## src/rtl/nexi_uart_wb_arbiter_pkg.sv

```systemverilog
// rtl/nexi_uart_wb_arbiter_pkg.sv - shared types and constants for the UART Wishbone arbiter
//
// Package nexi_uart_arb_pkg
//   UART_AW / UART_DW : width of the UART 16550-lite register port (address / data)
//   NREQ_MAX          : largest supported number of bus masters
//   arb_state_e       : one-hot arbiter FSM encoding
package nexi_uart_arb_pkg;

  localparam int UART_AW  = 3;
  localparam int UART_DW  = 8;
  localparam int NREQ_MAX = 8;

  typedef enum logic [3:0] {
    ST_IDLE    = 4'b0001,
    ST_BUSY    = 4'b0010,
    ST_RELEASE = 4'b0100,
    ST_ABORT   = 4'b1000
  } arb_state_e;

endpackage

```

## src/rtl/nexi_uart_wb_arbiter_if.sv

```systemverilog
// rtl/nexi_uart_wb_arbiter_if.sv - master-side and UART-side Wishbone signals of the arbiter
//
// Interface nexi_uart_wb_arbiter_if #(NREQ)
//   m_cyc_i/m_stb_i/m_we_i [NREQ]  per-master request signals
//   m_addr_i [3*NREQ], m_data_i [8*NREQ]  packed per-master address / write data
//   m_ack_o/m_err_o [NREQ]         ack and watchdog abort, routed to the owner
//   m_data_o [8]                   read data broadcast
//   grant_o [NREQ]                 one-hot current owner
//   s_cyc_o/s_stb_o/s_we_o/s_addr_o/s_data_o  towards the UART
//   s_ack_i/s_data_i               from the UART
// Modports: slave = the arbiter, master = the environment (bus masters + UART).
interface nexi_uart_wb_arbiter_if #(
  parameter int NREQ = 2
);
  import nexi_uart_arb_pkg::*;

  logic [NREQ-1:0]         m_cyc_i;
  logic [NREQ-1:0]         m_stb_i;
  logic [NREQ-1:0]         m_we_i;
  logic [UART_AW*NREQ-1:0] m_addr_i;
  logic [UART_DW*NREQ-1:0] m_data_i;
  logic [NREQ-1:0]         m_ack_o;
  logic [NREQ-1:0]         m_err_o;
  logic [UART_DW-1:0]      m_data_o;
  logic [NREQ-1:0]         grant_o;
  logic                    s_cyc_o;
  logic                    s_stb_o;
  logic                    s_we_o;
  logic [UART_AW-1:0]      s_addr_o;
  logic [UART_DW-1:0]      s_data_o;
  logic                    s_ack_i;
  logic [UART_DW-1:0]      s_data_i;

  modport slave (
    input  m_cyc_i, m_stb_i, m_we_i, m_addr_i, m_data_i, s_ack_i, s_data_i,
    output m_ack_o, m_err_o, m_data_o, grant_o,
           s_cyc_o, s_stb_o, s_we_o, s_addr_o, s_data_o
  );

  modport master (
    output m_cyc_i, m_stb_i, m_we_i, m_addr_i, m_data_i, s_ack_i, s_data_i,
    input  m_ack_o, m_err_o, m_data_o, grant_o,
           s_cyc_o, s_stb_o, s_we_o, s_addr_o, s_data_o
  );

endinterface

```

## src/rtl/nexi_uart_wb_arbiter_rr_pick.sv

```systemverilog
// rtl/nexi_uart_wb_arbiter_rr_pick.sv - combinational round-robin picker
//
// Module nexi_rr_pick #(NREQ, PW)
//   i_req   [NREQ]  request vector
//   i_ptr   [PW]    index with highest priority this round
//   o_gnt   [NREQ]  one-hot winner: first requester at or after i_ptr, wrapping
//   o_valid         at least one request present
module nexi_rr_pick #(
  parameter int NREQ = 2,
  parameter int PW   = 1
) (
  input  logic [NREQ-1:0] i_req,
  input  logic [PW-1:0]   i_ptr,
  output logic [NREQ-1:0] o_gnt,
  output logic            o_valid
);

  logic [2*NREQ-1:0] w_req_dbl;
  logic [2*NREQ-1:0] w_gnt_dbl;
  logic [NREQ-1:0]   w_req_rot;
  logic [NREQ-1:0]   w_gnt_rot;

  // Rotate right so the pointer lands on bit 0, take the lowest set bit,
  // then rotate back. Doubling the vector turns the rotates into plain shifts.
  assign w_req_dbl = {i_req, i_req} >> i_ptr;
  assign w_req_rot = w_req_dbl[NREQ-1:0];
  assign w_gnt_rot = w_req_rot & (~w_req_rot + 1'b1);
  assign w_gnt_dbl = {w_gnt_rot, w_gnt_rot} << i_ptr;
  assign o_gnt     = w_gnt_dbl[2*NREQ-1:NREQ];
  assign o_valid   = |i_req;

endmodule

```

## src/rtl/nexi_uart_wb_arbiter.sv

```systemverilog
// rtl/nexi_uart_wb_arbiter.sv - round-robin Wishbone arbiter in front of the UART register port
//
// Module nexi_uart_wb_arbiter #(NREQ=2, TIMEOUT_CYC=64)
//   clk_i  system clock
//   rst_i  asynchronous active-high reset
//   bus    nexi_uart_wb_arbiter_if.slave: master requests in, UART port out,
//          ack/err/read data back to the current owner, grant_o one-hot owner
// Optional feature: define NEXI_UART_ARB_WATCHDOG_EN to abort a grant after
// TIMEOUT_CYC strobed cycles without a slave ack.
module nexi_uart_wb_arbiter
  import nexi_uart_arb_pkg::*;
#(
  parameter int NREQ        = 2,
  parameter int TIMEOUT_CYC = 64
) (
  input  logic                         clk_i,
  input  logic                         rst_i,
  nexi_uart_wb_arbiter_if.slave        bus
);

  localparam int PW = (NREQ > 1) ? $clog2(NREQ) : 1;

  if (NREQ < 2 || NREQ > NREQ_MAX || TIMEOUT_CYC < 1) begin : g_cfg_check
    $error("nexi_uart_wb_arbiter: unsupported NREQ or TIMEOUT_CYC");
  end

  arb_state_e      r_state;
  logic [NREQ-1:0] r_grant;
  logic [PW-1:0]   r_owner;
  logic [PW-1:0]   r_rr_ptr;

  logic [NREQ-1:0] w_pick_gnt;
  logic            w_pick_valid;
  logic [PW-1:0]   w_pick_idx;
  logic [PW-1:0]   w_ptr_next;
  logic            w_busy;
  logic            w_owner_cyc;
  logic            w_owner_stb;
  logic            w_timeout;

  nexi_rr_pick #(
    .NREQ (NREQ),
    .PW   (PW)
  ) u_pick (
    .i_req   (bus.m_cyc_i),
    .i_ptr   (r_rr_ptr),
    .o_gnt   (w_pick_gnt),
    .o_valid (w_pick_valid)
  );

  always_comb begin
    w_pick_idx = '0;
    for (int i = 0; i < NREQ; i++) begin
      if (w_pick_gnt[i]) w_pick_idx = PW'(i);
    end
  end

  // The master just served moves to the back of the queue.
  assign w_ptr_next  = (r_owner == PW'(NREQ - 1)) ? '0 : r_owner + 1'b1;
  assign w_busy      = (r_state == ST_BUSY);
  assign w_owner_cyc = bus.m_cyc_i[r_owner];
  assign w_owner_stb = bus.m_stb_i[r_owner];

`ifdef NEXI_UART_ARB_WATCHDOG_EN
  localparam int WDW = $clog2(TIMEOUT_CYC + 1);
  logic [WDW-1:0] r_wd_cnt;

  assign w_timeout = w_busy && (r_wd_cnt == WDW'(TIMEOUT_CYC));

  // Counts strobed-but-unacked BUSY cycles; IDLE precedes every grant, so
  // clearing there restarts the count for each new owner.
  always_ff @(posedge clk_i or posedge rst_i) begin
    if (rst_i) begin
      r_wd_cnt <= '0;
    end else if (r_state == ST_IDLE || bus.s_ack_i) begin
      r_wd_cnt <= '0;
    end else if (w_busy && bus.s_stb_o) begin
      r_wd_cnt <= r_wd_cnt + 1'b1;
    end
  end
`else
  assign w_timeout = 1'b0;
`endif

  // Slave-side mux: only the owner reaches the UART, and only while BUSY.
  // Gating by state also keeps the slave idle for the RELEASE cycle.
  assign bus.s_cyc_o  = w_busy & w_owner_cyc & ~w_timeout;
  assign bus.s_stb_o  = w_busy & w_owner_stb & ~w_timeout;
  assign bus.s_we_o   = w_busy & bus.m_we_i[r_owner];
  assign bus.s_addr_o = w_busy ? bus.m_addr_i[r_owner*UART_AW +: UART_AW] : '0;
  assign bus.s_data_o = w_busy ? bus.m_data_i[r_owner*UART_DW +: UART_DW] : '0;

  // The slave ack is a level held until stb drops, so it is qualified with
  // the owner's strobe to avoid a second ack between beats.
  assign bus.m_ack_o  = w_busy ? (r_grant & {NREQ{bus.s_ack_i & w_owner_stb}}) : '0;
  assign bus.m_err_o  = r_grant & {NREQ{w_timeout}};
  assign bus.m_data_o = w_busy ? bus.s_data_i : '0;
  assign bus.grant_o  = r_grant;

  always_ff @(posedge clk_i or posedge rst_i) begin
    if (rst_i) begin
      r_state  <= ST_IDLE;
      r_grant  <= '0;
      r_owner  <= '0;
      r_rr_ptr <= '0;
    end else begin
      case (r_state)
        ST_IDLE: begin
          if (w_pick_valid) begin
            r_grant <= w_pick_gnt;
            r_owner <= w_pick_idx;
            r_state <= ST_BUSY;
          end
        end
        ST_BUSY: begin
          if (!w_owner_cyc) begin
            r_grant  <= '0;
            r_rr_ptr <= w_ptr_next;
            r_state  <= ST_RELEASE;
          end else if (w_timeout) begin
            r_state <= ST_ABORT;
          end
        end
        ST_RELEASE: begin
          r_state <= ST_IDLE;
        end
`ifdef NEXI_UART_ARB_WATCHDOG_EN
        ST_ABORT: begin
          if (!w_owner_cyc) begin
            r_grant  <= '0;
            r_rr_ptr <= w_ptr_next;
            r_state  <= ST_RELEASE;
          end
        end
`endif
        default: begin
          r_grant <= '0;
          r_state <= ST_IDLE;
        end
      endcase
    end
  end

endmodule

```

## src/flat_wrapper.sv

```systemverilog
// flat-port wrapper written by rule: the top's interface ports become plain ports
module nexi_uart_wb_arbiter_flat import nexi_uart_arb_pkg::*;
#(
  parameter int NREQ        = 2,
  parameter int TIMEOUT_CYC = 64
)
  (clk_i, rst_i, bus_m_cyc_i, bus_m_stb_i, bus_m_we_i, bus_m_addr_i, bus_m_data_i, bus_s_ack_i, bus_s_data_i, bus_m_ack_o, bus_m_err_o, bus_m_data_o, bus_grant_o, bus_s_cyc_o, bus_s_stb_o, bus_s_we_o, bus_s_addr_o, bus_s_data_o);
  nexi_uart_wb_arbiter_if #(.NREQ(NREQ)) bus_i ();
  input  logic clk_i;
  input  logic rst_i;
  input wire logic [$bits(bus_i.m_cyc_i)-1:0] bus_m_cyc_i;
  input wire logic [$bits(bus_i.m_stb_i)-1:0] bus_m_stb_i;
  input wire logic [$bits(bus_i.m_we_i)-1:0] bus_m_we_i;
  input wire logic [$bits(bus_i.m_addr_i)-1:0] bus_m_addr_i;
  input wire logic [$bits(bus_i.m_data_i)-1:0] bus_m_data_i;
  input wire logic [$bits(bus_i.s_ack_i)-1:0] bus_s_ack_i;
  input wire logic [$bits(bus_i.s_data_i)-1:0] bus_s_data_i;
  output wire logic [$bits(bus_i.m_ack_o)-1:0] bus_m_ack_o;
  output wire logic [$bits(bus_i.m_err_o)-1:0] bus_m_err_o;
  output wire logic [$bits(bus_i.m_data_o)-1:0] bus_m_data_o;
  output wire logic [$bits(bus_i.grant_o)-1:0] bus_grant_o;
  output wire logic [$bits(bus_i.s_cyc_o)-1:0] bus_s_cyc_o;
  output wire logic [$bits(bus_i.s_stb_o)-1:0] bus_s_stb_o;
  output wire logic [$bits(bus_i.s_we_o)-1:0] bus_s_we_o;
  output wire logic [$bits(bus_i.s_addr_o)-1:0] bus_s_addr_o;
  output wire logic [$bits(bus_i.s_data_o)-1:0] bus_s_data_o;
  assign bus_i.m_cyc_i = bus_m_cyc_i;
  assign bus_i.m_stb_i = bus_m_stb_i;
  assign bus_i.m_we_i = bus_m_we_i;
  assign bus_i.m_addr_i = bus_m_addr_i;
  assign bus_i.m_data_i = bus_m_data_i;
  assign bus_i.s_ack_i = bus_s_ack_i;
  assign bus_i.s_data_i = bus_s_data_i;
  assign bus_m_ack_o = bus_i.m_ack_o;
  assign bus_m_err_o = bus_i.m_err_o;
  assign bus_m_data_o = bus_i.m_data_o;
  assign bus_grant_o = bus_i.grant_o;
  assign bus_s_cyc_o = bus_i.s_cyc_o;
  assign bus_s_stb_o = bus_i.s_stb_o;
  assign bus_s_we_o = bus_i.s_we_o;
  assign bus_s_addr_o = bus_i.s_addr_o;
  assign bus_s_data_o = bus_i.s_data_o;
  nexi_uart_wb_arbiter #(.NREQ(NREQ), .TIMEOUT_CYC(TIMEOUT_CYC)) u_core (.clk_i(clk_i), .rst_i(rst_i), .bus(bus_i));
endmodule
```

## config.mk

```make
export PLATFORM = sky130hd
export DESIGN_NAME = nexi_uart_wb_arbiter_flat
export DESIGN_NICKNAME = d
export VERILOG_FILES = /design/src/rtl/nexi_uart_wb_arbiter_pkg.sv /design/src/rtl/nexi_uart_wb_arbiter_if.sv /design/src/rtl/nexi_uart_wb_arbiter_rr_pick.sv /design/src/rtl/nexi_uart_wb_arbiter.sv /design/src/flat_wrapper.sv
export SDC_FILE = /design/constraint.sdc
export NUM_CORES = 1
export LEC_CHECK = 0
export BUFFER_PORTS_ARGS = -buffer_cell sky130_fd_sc_hd__buf_2
export CAP_MARGIN = 5
export CORE_MARGIN = 1
export CORE_UTILIZATION = 38
export CTS_CLUSTER_DIAMETER = 120
export DETAILED_ROUTE_END_ITERATION = 6
export MAX_ROUTING_LAYER = met4
export PLACE_DENSITY = 0.84
export SYNTH_ARGS = -nofsm -noshare
export SYNTH_HDL_FRONTEND = slang
export SYNTH_SLANG_ARGS = --single-unit
```

## constraint.sdc

```tcl
create_clock -name clk_i -period 2 [get_ports clk_i]
set_input_delay 0.2 -clock clk_i [delete_from_list [all_inputs] [get_ports clk_i]]
set_output_delay 0.2 -clock clk_i [all_outputs]
set_load 0.05 [all_outputs]
```

==> run summary, run 1 <==
The highest fanout seen on the critical path is 10. The post-placement worst setup slack came out at between 200 and 300 ps. By area the synthesized netlist is led by sky130_fd_sc_hd__dfrtp_1, sky130_fd_sc_hd__mux2i_1, sky130_fd_sc_hd__and2_1. From left edge to right edge, the die measures 44.2 um.

The count of unresolved DRC violations after routing is 0. The worst setup path is captured at an output port. The xor-xnor portion of the synthesized cell area came out at 0%.

The critical path in this run is classified as flop to output port. Of the synthesized area, sequential elements account for 26.0%. The per-cell routed wire length came out at 10.5 um.

STA classifies the critical path startpoint as a flop. Synthesis produced 82 cells. The CTS sink count is 7. The fill cell instance count of the final layout is 130. The sum of net half-perimeters after detailed placement is 1490 um. The run finished with clean final reports. In the global route stage, overall resource usage came out at about a fifth. 0 antenna diodes ended up in the layout. The number of hold violations in the final report came to 0. The wire length of the first global-routing pass came out at 2880 um. Compared with the post-synthesis result, the final layout area differs by 54.6%. The number of maximum-capacitance violations came out at 0. The fraction of layout cells with a size suffix above 1 is 53.1%. The via density per instance is 4.74. The mapped netlist covers 678 um2. In this run the static leakage power is around 0.63 nW.

The via count of the first global-routing pass was 684. The synthesized-area fraction occupied by adder cells is 0%. For the worst-skew pair, the clock arrives at the later sink with an insertion delay of 260 ps. At the end of the flow, the number of nets in the layout was 187. The initial antenna violation count is 0. The row count is 14.

The synthesized netlist devotes approximately 30% of its cell area to simple gates. The final setup skew came out at 4.23 ps. The area of the core came out at 1590 um2. The number of buffers created by CTS is 3.

The number of optimization iterations in the first detailed-route pass came out at 6. The number of pins with negative max-slew slack in the final report came out at 0. The number of violations reported at the end of detailed-routing iteration 0 came out at 20. The combinational family with the most area after synthesis is simple AND/OR/NAND/NOR gates. The height of the chip is 44.2 um. The synthesized netlist contains 28 unique library cells. The number of warnings printed during yosys synthesis came out at 0.

CTS placed an instance of sky130_fd_sc_hd__clkbuf_4 at the clock tree root. The die area is 1960 um2. The largest net degree at the start of global routing is 14. VDD sags by at most 710 uV. The clock passes through at most 2 buffers. STA puts the critical path data arrival time at 1710 ps. Setup violations remaining at the end of the flow were counted as 0.

The number of input and output port buffers inserted is 64. The clock transition at the registers of the reported paths came out at 60 ps. The mux cell area share after synthesis came out at 21.4%. Setup repair after global routing left no endpoint under its margin. The total wirelength of the detailed-routed design is 1800 um.

Based on the critical path, the design can be clocked at up to 525 MHz. The final-layout setup total negative slack is 0 ps. TritonCTS built the clock tree. The H-tree level count is 1.

After layout, the worst path uses 95.3% of the clock period. The largest area contributor in the netlist is sky130_fd_sc_hd__dfrtp_1. The mean cell area of the mapped netlist is 8.27 um2.

The power density normalized to cell area is 1340 nW/um2. The worst register-to-register path has a setup slack of ~520 ps. The post-route worst setup slack came out at a little over 90 ps.

The initial utilization of the core area, before any placement, comes to between 40% and 50%. In this run the worst hold path is classified as input pin to flop. The area fraction in compound gates after synthesis is 11.6%. 67 I/O pins were placed. In this run, synthesis produced a sequential element count of 7. STA puts the critical path data required time at approximately 1800 ps. The detail route stage leaves a number of antenna-violating nets equal to 0. The area share of the largest cell type after synthesis is 22.1%. The detailed-route via count came out at 810.

The routability congestion estimate from global placement came out at 0.779. The total overflow left after global routing is 0. Cells fill 65.8% of the core in the end. The final critical delay including setup and external delays came out at between 1500 and 2000 ps.
## worst paths after layout
check,start,endpoint,depth (start not counted)
min in group asynchronous,rst_i,u_core.bus.grant_o[0]$_DFFE_PP0P_,3
hold / removal,bus_m_cyc_i[0],u_core.r_owner$_DFFE_PP0P_,2
setup / recovery,u_core.r_state[2]$_DFFE_PP0P_,bus_s_addr_o[1],4
hold reg to reg,u_core.bus.grant_o[0]$_DFFE_PP0P_,u_core.bus.grant_o[0]$_DFFE_PP0P_,2
setup reg to reg,u_core.r_owner$_DFFE_PP0P_,u_core.bus.grant_o[1]$_DFFE_PP0P_,3
max in group asynchronous,rst_i,u_core.r_state[0]$_DFFE_PP1P_,3
## critical path, stage by stage (launching register included)
cell and delay, ps:
sky130_fd_sc_hd__dfrtp_1 430, sky130_fd_sc_hd__or3b_4 460, sky130_fd_sc_hd__buf_4 190, sky130_fd_sc_hd__nor2_1 100
sky130_fd_sc_hd__buf_2 260
## synthesized netlist by cell type
| cell type | count |
|---|---|
| sky130_fd_sc_hd__nor3b_1 | 1 |
| sky130_fd_sc_hd__nand3_1 | 1 |
| sky130_fd_sc_hd__inv_1 | 5 |
| sky130_fd_sc_hd__a21oi_1 | 5 |
| sky130_fd_sc_hd__mux2i_1 | 13 |
| sky130_fd_sc_hd__o21ai_1 | 4 |
| sky130_fd_sc_hd__and3_1 | 2 |
| sky130_fd_sc_hd__buf_6 | 2 |
| sky130_fd_sc_hd__and2_1 | 9 |
| sky130_fd_sc_hd__nand2b_1 | 1 |
| sky130_fd_sc_hd__mux2_4 | 1 |
| sky130_fd_sc_hd__or2_2 | 1 |
| sky130_fd_sc_hd__or3b_1 | 1 |
| sky130_fd_sc_hd__dfstp_2 | 1 |
| sky130_fd_sc_hd__clkbuf_1 | 2 |
| sky130_fd_sc_hd__nor3b_2 | 2 |
| sky130_fd_sc_hd__nand2_1 | 1 |
| sky130_fd_sc_hd__nor4b_1 | 1 |
| sky130_fd_sc_hd__buf_4 | 2 |
| sky130_fd_sc_hd__conb_1 | 1 |
| sky130_fd_sc_hd__o211ai_1 | 1 |
| sky130_fd_sc_hd__nor2_4 | 1 |
| sky130_fd_sc_hd__nor2_1 | 13 |
| sky130_fd_sc_hd__o21ai_0 | 1 |
| sky130_fd_sc_hd__a221oi_2 | 1 |
| sky130_fd_sc_hd__dfrtp_1 | 6 |
| sky130_fd_sc_hd__a31oi_1 | 1 |
| sky130_fd_sc_hd__buf_2 | 2 |
## layout make-up
type                    instances  area, um2  share of cell area, %
flip-flops and latches          7        176                   16.8
multi-input cells              63        434                   41.4
clock buffers                   4       26.3                   2.51
well taps                      24       30.0                   2.86
inverters                       5       18.8                   1.79
repair buffers                 68        363                   34.6
## cell families (layout without fill, tap and decap cells)
family / after synthesis / after routing
compound gates: 13 / 13
simple gates: 34 / 34
mux: 14 / 14
flops: 7 / 7
other cells: 1 / 2
buf+inv: 13 / 77
## what timing repair did
action / CTS / global route
resized for setup: 1 / 4
endpoints found under the setup margin: 1 / 10
endpoints found under the hold margin: 6 / 0
setup buffers: 0 / 0
hold buffers: 1 / 0
## where the power goes
group          switching [mW]  total [mW]  internal (mW)
Sequential             0.0888       0.298          0.209
Combinational           0.640       0.970          0.330
Clock                  0.0578       0.134         0.0765
Total                   0.786        1.40          0.616
## placed cells by master (no fill, tap or decap), drive strengths merged, types with 3 or more instances in the layout
cell type  instances
nor2              14
mux2i             13
a21oi              5
clkbuf             7
o21ai              5
nor3b              3
buf               64
inv                5
dfrtp              6
and2               9
## per-stage QoR
stage | cells | hold slack [ps] | power [mW] | instance area, um2
2_1_floorplan | 83 | 2.67 | 1.06 | 682
3_3_place_gp | 166 | 131 | 1.23 | 1000
3_5_place_dp | 166 | 137 | 1.25 | 1000
4_1_cts | 171 | 202 | 1.39 | 1040
5_1_grt | 171 | 236 | 1.49 | 1050
6_report | 171 | 211 | 1.40 | 1050
## metal layers
metal  track usage (%)  wire length, um
met1              24.5              744
met2              33.8              899
met3              2.86              130
met4              7.27               22
met5                 -                0
## registers in the layout, indices dropped and copies added, names as in the netlist
register and count:
u_core.r_state 3, u_core.bus.grant_o 2, u_core.r_owner 1, u_core.r_rr_ptr 1
(Power assumes the default switching activity.)
==> inputs of run 2 (changes only) <==
GPL_TIMING_DRIVEN = 0   (was not set)
SETUP_SLACK_MARGIN = 0.3   (was not set)
==> run 2 against run 1 <==
  * Synthesized cell count did not move
  * The run now fails in global routing
  * Synthesized area did not move
==> run summary, run 2 <==
The most used flip-flop cell after synthesis is sky130_fd_sc_hd__dfrtp_1. The sequential cell area fraction in the yosys report is between 20% and 30%. The height of the chip is around 44 um.

The count of flip-flops with a built-in enable after synthesis came out at 0. The flow did not finish. By area the synthesized netlist is led by sky130_fd_sc_hd__dfrtp_1, sky130_fd_sc_hd__mux2i_1, sky130_fd_sc_hd__and2_1. Summing every instance area after synthesis gives around 680 um2. The number of distinct standard cells referenced by the synthesized netlist came out at 28. By count the netlist is led by sky130_fd_sc_hd__mux2i_1, sky130_fd_sc_hd__nor2_1, sky130_fd_sc_hd__and2_1. At the end of routability-driven placement, the weighted congestion stood at 0.719.

The horizontal die dimension came out at roughly 44 um. The mean cell area of the mapped netlist is 8.27 um2. The number of input and output port buffers inserted is 63. Buffers inserted during clock tree synthesis total 3. In this run the clock root is driven by a sky130_fd_sc_hd__clkbuf_4. After the last repair the worst path ends at a top-level output. The fraction of registers with async set or reset after synthesis is 100%.

Of all cell types, the one taking the most synthesized area is sky130_fd_sc_hd__dfrtp_1. The number of warnings printed during yosys synthesis came out at 0. The post-synthesis cell count is approximately 80.

The worst endpoint after global-route timing repair is bus_m_ack_o[0]. The flow stopped in global routing. The largest net degree at the start of global routing came out at 11. The initial cell density of the core came out at a little over two fifths. The tool reported: "[ERROR DPL-0033] detailed placement checks failed during check placement". The row count is 14.

In this run the number of H-tree levels came out at 1. No sink is reached through more buffers than the 2 on the longest clock path. The CTS sink count is 7. The area share of the largest cell type after synthesis is 22.1%. The register bit count reported by yosys is 7. The initial antenna violation count is 0. The top-level port count is 67.
==> run 2: kinds of logic after synthesis <==
| logic type | Yosys count | share of synthesized area, % |
|---|---|---|
| muxes | 14 | 21.4 |
| buffers and inverters | 13 | 10.9 |
| DFF | 7 | 26.0 |
| AOI/OAI and AO/OA | 13 | 11.6 |
| and+or+nand+nor | 34 | 29.5 |
| other | 1 | 0.553 |
==> run 2: stage by stage <==
step	hold slack, ps	util, %	area [um2]	instances	setup WS, ps
2_1_floorplan	2.67	-	688	83	105
3_3_place_gp	135	64.8	1030	170	373
3_5_place_dp	145	64.8	1030	170	322
4_1_cts	196	90.7	1450	182	144
==> run 2: repair_timing <==
| action | 4_1_cts |
|---|---|
| endpoints found under the setup margin | 24 |
| setup buffers | 5 |
| endpoints found under the hold margin | 6 |
| resized for setup | 92 |
| cloned | 2 |
| hold buffers | 1 |
| pin swaps | 11 |
==> inputs of run 3 (changes only) <==
CORE_AREA = 2 2 63 65   (was not set)
CORE_MARGIN = not set   (was 1)
CORE_UTILIZATION = not set   (was 38)
CTS_CLUSTER_DIAMETER = not set   (was 120)
DIE_AREA = 0 0 65 67   (was not set)
MAX_ROUTING_LAYER = not set   (was met4)
PLACE_DENSITY = not set   (was 0.84)
PLACE_DENSITY_LB_ADDON = 0.15   (was not set)
SETUP_SLACK_MARGIN = not set   (was 0.3)
==> run 3 against run 2 <==
  * The flow now finishes without violations
==> run summary, run 3 (synthesis results as in run 1) <==
The critical path endpoint category is an output port. Traced cell by cell, the critical path runs through or3b_1 > buf_6 > nor2_4 > and3_1 > buf_2. The relative contribution of the clock network to total power is 13.6%. TritonCTS built the clock tree. 67 I/O pins were placed.

STA classifies the critical path startpoint as a flop. In the layout the commonest cells are sky130_fd_sc_hd__buf_2, sky130_fd_sc_hd__nor2_1, sky130_fd_sc_hd__mux2i_1, sky130_fd_sc_hd__and2_1, sky130_fd_sc_hd__dfrtp_1. The switching component of the power is just under 0.8 mW. The number of input and output port buffers inserted is between 60 and 70. The placed instances occupy a cell area of 1060 um2. The repair_antennas step left the layout with diodes totalling 0.

At the later pin of the worst-skew pair, clock insertion delay measures 220 ps. The final instance area came out at 1120 um2. The number of maximum-capacitance violations is 0. From bottom edge to top edge, the die measures between 60 and 70 um. The tightest hold path in the finished design has a slack of about 260 ps. The H-tree level count is 1. The largest net degree at the start of global routing came out at 11. The count of unresolved DRC violations after routing is 0. The detailed-route via count came out at 799. For the final database, setup skew stands at 0.455 ps. The post-placement worst setup slack came out at 307 ps.

The number of violations reported at the end of detailed-routing iteration 0 came out at 21. In the global route stage, overall resource usage came out at 9.70%. The register containing the most flip-flops in the final layout is u_core.r_state. The fraction of layout cells with a size suffix above 1 came out at 53.0%.

The wire length of the first global-routing pass came out at 3290 um. The type of the worst setup path is flop to output port. The routability congestion estimate from global placement came out at 0.744. The number of hold violations in the final report is 0.

The cell internal power dissipation came out at 0.680 mW. The run finished with clean final reports. The initial antenna violation count came out at 0.

The overall power is 1.47 mW. From synthesis to final layout, the design area changed by 64.6%. The number of post-CTS setup repair buffers came out at 0. The row count is 22. The number of pins with negative max-slew slack in the final report was 0. Setup repair after global routing left no endpoint under its margin. The power density normalized to cell area came out at approximately 1300 nW/um2. Global routing finished with a remaining overflow of 0. After clock tree synthesis, the clock-pin slew on the worst setup and hold paths is 40 ps. The path class of the tightest hold or removal check is input pin to flop. The tree is rooted in a sky130_fd_sc_hd__clkbuf_8. The final period utilization came out at 95.4%.

The number of flip-flops under the largest register name is 3. The fill cell instance count of the final layout is between 400 and 500. The horizontal die dimension came out at 65 um. The first TritonRoute pass finished after 2 iterations.

The total area inside the core boundary comes to 3610 um2. Dividing the detail-routed wire length by the instance count gives 9.97 um. The switching part of the total is between 50% and 60%. The initial cell density of the core came out at 18.8%.

At the end of the flow the core is filled with cells to 31.0%. The delay of the slowest cell on the worst path came out at 420 ps. The highest clock rate is 524 MHz. Summed over all nets, the half-perimeter wirelength after detailed placement is approximately 1600 um. The clock passes through at most 2 buffers. The required time of the worst setup path came out at 1800 ps. The floorplan step defined a die boundary enclosing approximately 4400 um2. Of all nets on the critical path, the largest fanout is 6. Subtracting the final worst setup slack from the clock period gives 1910 ps. The via count of the first global-routing pass came out at roughly 760.

The peak ir drop on the vdd network came out at approximately 300 uV. For this run, the number of standard cells in the final layout without fillers is between 150 and 200. Clock tree synthesis inserted a total of 3 buffers.

The combinational fraction of design power is 68.5%. The total setup violations reported at the end of the flow came out at 0. The routed design has 1990 um of wire. The endpoint arrival time on the critical path is 1710 ps. The detail route stage leaves a number of antenna-violating nets equal to 0. Leaving out fill and tap cells, the most frequent cell in the layout is sky130_fd_sc_hd__buf_2. The fraction of power consumed by sequential logic is 17.9%. The total leakage power is 0.654 nW.

Adding up every negative setup slack in the final design gives 0 ps. The slowest stage of the critical path is the sky130_fd_sc_hd__dfrtp_1 cell. The CTS sink count came out at 7.

The post-route worst setup slack is approximately 93 ps. At the end of the flow, the number of nets in the layout was 191. The cell count after placement came out at 194. The via density per instance came out at ~4.
-- run 3: final timing paths --
check | startpoint | endpoint | slack [ps] | depth (start not counted)
worst max register to register | u_core.r_owner$_DFFE_PP0P_ | u_core.bus.grant_o[1]$_DFFE_PP0P_ | 560 | 4
max in group asynchronous | rst_i | u_core.r_state[0]$_DFFE_PP1P_ | 1260 | 3
worst min register to register | u_core.bus.grant_o[1]$_DFFE_PP0P_ | u_core.bus.grant_o[1]$_DFFE_PP0P_ | 550 | 2
worst min-delay path | bus_m_cyc_i[0] | u_core.r_owner$_DFFE_PP0P_ | 260 | 2
worst max-delay path | u_core.r_state[2]$_DFFE_PP0P_ | bus_m_ack_o[1] | 90 | 5
min in group asynchronous | rst_i | u_core.bus.grant_o[0]$_DFFE_PP0P_ | 460 | 3
-- run 3: repair_timing --
item / CTS / global route
gates resized for setup: 0 / 3
endpoints found under the setup margin: 0 / 10
hold buffers: 1 / 0
hold endpoints to repair: 6 / 0
-- run 3: cell type report --
cell class | instances | area (um2) | area share [%]
Clock buffer | 4 | 45.0 | 4.04
Sequential cell | 7 | 176 | 15.8
Timing Repair Buffer | 64 | 328 | 29.4
Tap cell | 48 | 60.1 | 5.38
Buffer | 8 | 56.3 | 5.04
Inverter | 5 | 18.8 | 1.68
Multi-Input combinational cell | 63 | 432 | 38.7
-- run 3: metal layers --
| metal | part of all wire, % | vias up | global-route usage, % | routed length, um |
|---|---|---|---|---|
| li1 | - | 409 | - | - |
| met1 | 40 | 356 | 11.2 | 795 |
| met2 | 52 | 32 | 17.1 | 1020 |
| met3 | 7.6 | 2 | 3.21 | 150 |
| met4 | 0.71 | 0 | 2.39 | 14 |
| met5 | 0 | - | 0 | 0 |
-- run 3: power groups by stage --
stage | sequential (mW) | clock [mW] | combinational, mW
floorplan | 0.312 | 0 | 0.751
global placement | 0.262 | 0 | 1.01
detailed placement | 0.264 | 0 | 1.01
CTS | 0.264 | 0.205 | 1.02
global route | 0.273 | 0.222 | 1.09
finish | 0.263 | 0.201 | 1.01
-- run 3: critical path: cells and delay by family, from the launching register on --
family	cells	cell delay, ps
DFF	1	420
and+or+nand+nor	3	660
buffers and inverters	2	400
